[config.mk]
export PLATFORM = sky130hd
export DESIGN_NAME = pipe_decode
export DESIGN_NICKNAME = d
export VERILOG_FILES = /design/src/rtl/pipe_decode_pkg.sv /design/src/rtl/pipe_decode_hazard.sv /design/src/rtl/pipe_decode.sv
export SDC_FILE = /design/constraint.sdc
export NUM_CORES = 1
export LEC_CHECK = 0
export CELL_PAD_IN_SITES_DETAIL_PLACEMENT = 1
export CELL_PAD_IN_SITES_GLOBAL_PLACEMENT = 1
export CORE_ASPECT_RATIO = 1.4
export CORE_UTILIZATION = 29
export CTS_CLUSTER_SIZE = 24
export DETAILED_ROUTE_END_ITERATION = 7
export PLACE_DENSITY = 0.81
export SYNTH_ARGS = -nofsm -noshare
export SYNTH_HDL_FRONTEND = slang
export SYNTH_HIERARCHICAL = 1
export SYNTH_SLANG_ARGS = --single-unit
export TNS_END_PERCENT = 20
[constraint.sdc]
create_clock -name clk -period 3.3 [get_ports clk]
set_input_delay 0.495 -clock clk [delete_from_list [all_inputs] [get_ports clk]]
set_output_delay 0.495 -clock clk [all_outputs]
set_load 0.02 [all_outputs]
[src/rtl/pipe_decode_pkg.sv]
// Shared RiSC16 widths, opcodes and the ID/EX bundle.
// Used by the decode and execute stages.
package pipe_decode_pkg;

    localparam int WORD_LEN     = 16;
    localparam int REG_ADDR_LEN = 3;

    typedef logic [WORD_LEN-1:0]     word_t;
    typedef logic [REG_ADDR_LEN-1:0] reg_t;
    typedef logic [2:0]              op_t;

    localparam op_t OP_ADD  = 3'b000;
    localparam op_t OP_ADDI = 3'b001;
    localparam op_t OP_NAND = 3'b010;
    localparam op_t OP_LUI  = 3'b011;
    localparam op_t OP_SW   = 3'b100;
    localparam op_t OP_LW   = 3'b101;
    localparam op_t OP_BEQ  = 3'b110;
    localparam op_t OP_JALR = 3'b111;

    typedef struct packed {
        logic  valid;
        op_t   op;
        reg_t  tgt;
        word_t a;
        word_t b;
        word_t imm;
        word_t pc;
    } id_ex_t;

    function automatic word_t decode_imm(input word_t instr);
        word_t imm;
        case (instr[15:13])
            OP_ADDI, OP_SW, OP_LW, OP_BEQ:
                imm = {{9{instr[6]}}, instr[6:0]};
            OP_LUI:
                imm = {instr[9:0], 6'b0};
            default:
                imm = '0;
        endcase
        return imm;
    endfunction

endpackage

[src/rtl/pipe_decode_hazard.sv]
// Load-use and write-back hazard detection for the decode stage.
// PIPE_DECODE_FORWARD_EN selects write-back bypass over a stall.
module id_hazard
    import pipe_decode_pkg::*;
(
    input  op_t  op,
    input  reg_t src1,
    input  reg_t src2,
    input  logic if_valid,
    input  logic ex_valid,
    input  op_t  ex_op,
    input  reg_t ex_tgt,
    input  logic wb_writeEn,
    input  reg_t wb_tgt,
    output logic hz,
    output logic wbhz,
    output logic byp1,
    output logic byp2
);

    logic uses1;
    logic uses2;
    logic wb_m1;
    logic wb_m2;

    always_comb begin
        uses1 = (op != OP_LUI);
        uses2 = (op inside {OP_ADD, OP_NAND, OP_SW, OP_BEQ});

        hz = if_valid && ex_valid &&
             (ex_op == OP_LW) && (ex_tgt != '0) &&
             ((uses1 && (src1 == ex_tgt)) ||
              (uses2 && (src2 == ex_tgt)));

        wb_m1 = wb_writeEn && (wb_tgt != '0) &&
                uses1 && (src1 == wb_tgt);
        wb_m2 = wb_writeEn && (wb_tgt != '0) &&
                uses2 && (src2 == wb_tgt);

`ifdef PIPE_DECODE_FORWARD_EN
        byp1 = wb_m1;
        byp2 = wb_m2;
        wbhz = 1'b0;
`else
        // Stall one cycle so the RF write lands before capture.
        byp1 = 1'b0;
        byp2 = 1'b0;
        wbhz = if_valid && (wb_m1 || wb_m2);
`endif
    end

endmodule

[src/rtl/pipe_decode.sv]
// RiSC16 decode stage: RF addressing, immediates, ID/EX register.
// Optional write-back bypass via PIPE_DECODE_FORWARD_EN.
module pipe_decode
    import pipe_decode_pkg::*;
(
    input  logic        clk,
    input  logic        rst,
    input  logic        if_valid,
    input  logic [15:0] if_instr,
    input  logic [15:0] if_pc,
    output logic [2:0]  rf_src1,
    output logic [2:0]  rf_src2,
    input  logic [15:0] rf_out1,
    input  logic [15:0] rf_out2,
    input  logic        wb_writeEn,
    input  logic [2:0]  wb_tgt,
    input  logic [15:0] wb_data,
    input  logic        ex_stall,
    input  logic        ex_flush,
    output logic        id_stall,
    output logic        ex_valid,
    output logic [2:0]  ex_op,
    output logic [2:0]  ex_tgt,
    output logic [15:0] ex_a,
    output logic [15:0] ex_b,
    output logic [15:0] ex_imm,
    output logic [15:0] ex_pc
);

    op_t    op;
    logic   hz;
    logic   wbhz;
    logic   byp1;
    logic   byp2;
    id_ex_t d;
    id_ex_t q;

    assign op      = if_instr[15:13];
    assign rf_src1 = if_instr[9:7];
    assign rf_src2 = (op == OP_ADD || op == OP_NAND) ?
                     if_instr[2:0] : if_instr[12:10];

    id_hazard u_hazard (
        .op         (op),
        .src1       (rf_src1),
        .src2       (rf_src2),
        .if_valid   (if_valid),
        .ex_valid   (q.valid),
        .ex_op      (q.op),
        .ex_tgt     (q.tgt),
        .wb_writeEn (wb_writeEn),
        .wb_tgt     (wb_tgt),
        .hz         (hz),
        .wbhz       (wbhz),
        .byp1       (byp1),
        .byp2       (byp2)
    );

    always_comb begin
        d.valid = if_valid;
        d.op    = op;
        d.tgt   = if_instr[12:10];
        d.a     = byp1 ? wb_data : rf_out1;
        d.b     = byp2 ? wb_data : rf_out2;
        d.imm   = decode_imm(if_instr);
        d.pc    = if_pc;
    end

    always_ff @(posedge clk or negedge rst) begin
        if (!rst) begin
            q <= '0;
        end else if (ex_stall) begin
            q <= q;
        end else if (ex_flush || hz || wbhz) begin
            q <= '0;
        end else begin
            q <= d;
        end
    end

    // Hazards cannot stall fetch while reset holds ID/EX empty.
    assign id_stall = ex_stall ||
                      (rst && (hz || wbhz) && !ex_flush);

    assign ex_valid = q.valid;
    assign ex_op    = q.op;
    assign ex_tgt   = q.tgt;
    assign ex_a     = q.a;
    assign ex_b     = q.b;
    assign ex_imm   = q.imm;
    assign ex_pc    = q.pc;

endmodule

==> results of run 1 <==
## worst reg2reg max path: stages (launching register included)
cell and delay, ns:
dfrtp_1 0.45, nor3_1 0.24, or3_1 0.17, a21oi_2 0.05, buf_4 0.14, or4_1 0.58
or4b_4 0.63, nand2_1 0.11
## stage by stage
stage / std cells / area (sq um) / setup slack, ns / utilization
floorplan: 280 / 3176 / 0.3129 / -
global placement: 575 / 5021 / -0.4794 / 0.4775
detailed placement: 575 / 5021 / -0.6045 / 0.4775
CTS: 592 / 5316 / 0.02856 / 0.5056
global route: 592 / 5331 / 0.1999 / 0.5070
finish: 592 / 5331 / 0.3210 / 0.5070
## how the worst max path moves through the flow
stage	endpoint	slack, ns	cells after the start
2_1_floorplan	id_stall	0.31	7
3_3_place_gp	id_stall	-0.48	9
3_5_place_dp	id_stall	-0.60	9
4_1_cts	id_stall	0.03	9
5_1_grt	id_stall	0.20	8
6_report	id_stall	0.32	8
## area by class of cell
type	instances	area share
repair buffers	184	0.3384
well taps	138	0.03239
clock buffers	13	0.04881
flip-flops and latches	71	0.3333
clock inverters	3	0.003286
multi-input cells	183	0.2438
## cells in the mapped netlist, types with 2 or more instances
cell type	count	area (sq um)
xor2_1	6	52.55
nand4_1	3	18.77
xnor2_1	6	52.55
a32oi_1	9	78.83
nor2_1	2	7.510
clkbuf_1	16	60.06
o21bai_1	2	15.01
o21ai_0	32	160.2
mux2_2	3	33.78
or4_1	3	22.52
mux2i_1	32	320.3
nand2_1	41	153.9
buf_2	3	15.01
nor3_1	2	10.01
a21oi_1	2	10.01
dfrtp_1	71	1777
a22o_1	29	254.0
buf_4	5	37.54
## state kept, by name, summed over array words and instances, names as in the netlist
name	cells
ex_a	16
ex_b	16
ex_imm	16
ex_op	3
ex_pc	16
ex_tgt	3
ex_valid	1
## power by group through the flow
| stage | clock [mW] | combinational (mW) | sequential [mW] |
|---|---|---|---|
| final | 0.889 | 0.592 | 0.994 |
| after global routing | 0.951 | 0.632 | 1.00 |
| after CTS | 0.918 | 0.595 | 0.995 |
| after detailed placement | 0 | 0.590 | 1.01 |
| after global placement | 0 | 0.576 | 1.01 |
| after floorplan | 0 | 0.151 | 1.09 |
## routing by layer
metal / vias up / global-route usage / part of all wire
li1: 1341 / - / -
met1: 1412 / 0.2233 / 0.40
met2: 123 / 0.3350 / 0.52
met3: 15 / 0.05616 / 0.062
met4: 0 / 0.06641 / 0.018
met5: - / 0 / 0
## repair_timing
item | in CTS | in global routing
buffers inserted | 1 | 0
endpoints found under the setup margin | 1 | 1
pin swaps | 1 | 2
gates resized for setup | 8 | 5
## logic make-up (layout without fill, tap and decap cells)
| family | after synthesis | count (layout) | synth area share |
|---|---|---|---|
| AND/OR/NAND/NOR | 58 | 58 | 0.08443 |
| XOR/XNOR | 12 | 12 | 0.03314 |
| multiplexers | 35 | 35 | 0.1116 |
| flip-flops | 71 | 71 | 0.5602 |
| other | 1 | 2 | 0.001182 |
| AO/OA/AOI/OAI | 76 | 76 | 0.1692 |
| buffers and inverters | 26 | 200 | 0.04024 |
==> results.yml, run 1 <==
global_route:
  grt_pass1_wl_um: 17040
  antenna_found_initial: 0
  grt_max_degree: 72
  grt_pass1_vias: 3184
  track_usage: 0.1918
  grt-ovfl-total: 0
power:
  p_sw_frac: 0.2708
  leakagePower_nw: 2.363
  p_switching_uw: 670.1
  pwr-share-comb: 0.239
  p_int_mw: 1.804
  power_frac_seq: 0.402
  peakVddDrop_mv: 0.2290
  pwr-share-clk: 0.359
  finalPower_mw: 2.474
  power_density_mw_per_mm2: 464.1
floorplanning:
  dieArea_sq_mm: 0.01137
  die_height_um: 125.7
  initial_core_util: 0.3016
  die_w_um: 90.39
  core_sq_mm: 0.01052
  num_rows: 44
  num_io_pins: 167
routing:
  firstDrtPassIters: 4
  wl_per_cell_um: 17.52
  viasPerCell: 4.883
  vias: 2891
  ant_nets: 0
  initialDrtViolationCount: 59
  drc: 0
  wl_um: 10370
cts:
  cts.path.max_buffers: 2
  cts_buffers: 9
  ctsRootBufferMaster: "clkbuf_16"
  cts_tree: "yes"
  clk_pin_slew_ns: 0.06
  hold_buffers: 0
  h-tree-depth: 3
  clk_latency_ns: 0.33
  clock_sinks: 71
run_status:
  outcome: "finished clean"
critical_path:
  critical-path-top-delay-family: "buffers and inverters"
  path_cells: "clkdlybuf4s50_1, mux2_4, xor2_1, or4_1, a21oi_2, nor2_1, o21bai_1, buf_4"
  max_stage_delay_ns: 0.53
  critPathKind: "in -> out"
  critPathCaptureType: "primary output"
  cp_slowest_cell: "or4_1"
  r2r_slack_ns: 0.88
  crit_arrival_ns: 2.48
  rr_startpoint: "ex_tgt[0]"
  cp.required_ns: 2.80
  cp_max_fo: 3
  path_buf_inv: 2
  r2r_cells: 7
  cp-start-kind: "input port"
  r2r_end: "ex_imm[14]"
  startpoint: "if_instr[2]"
timing:
  worst_pin_slew_ns: 0.8890
  clock_skew_ns: 0.006334
  timing.fmax_ghz: 0.3357
  tns_ns: 0
  hold_slack_ns: 0.4091
  finalHoldViolCount: 0
  relSlewSlack: 0.4073
  setup_viol: 0
  finalCritPeriodShare: 0.9027
  fin_crit_ns: 2.979
  report.final.slew_viol_count: 0
  rsz0062_at_grt: "false"
final_layout:
  ff_latch_area_sq_mm: 0.001777
  nNetsFinal: 538
  area_growth_pct: 68.09
  mostFrequentLayoutCells: "clkdlybuf4s50_1, dfrtp_1, nand2_1"
  multiInputGateArea_sq_mm: 0.001300
  final_common_cell: "clkdlybuf4s50_1"
  fill_cells: 1123
  n_antenna_cell: 0
  layout-drive-gt1-share: 0.09471
logic_synthesis:
  syn-cell-area_sq_mm: 0.003172
  synth_ff_type: "dfrtp_1"
  synth_edf_count: 0
  synth_cell_types: 30
  synth_warnings: 6
  syn_avg_cell_area_sq_um: 11.37
  ys_seq_area_frac: 0.5602
  ys_ff_latch: 71
  syn_inst: 279
  synthArstFlopShare: 1.000
job:
  drv_cap: 0
place:
  portBuffers: 166
  gp_congestion: 0.8299
  dp_hpwl_um: 7584
worst_hold_path:
  min_path_type: "in -> async"
No activity file was read; power rests on OpenSTA's default activity.
==> run 2, diff against run 1 <==
- ABC_CLOCK_PERIOD_IN_PS: unset -> 3300
- CAP_MARGIN: unset -> 25
==> results of run 2 <==
Final layout, timing and power as in run 1 (identical DEF).
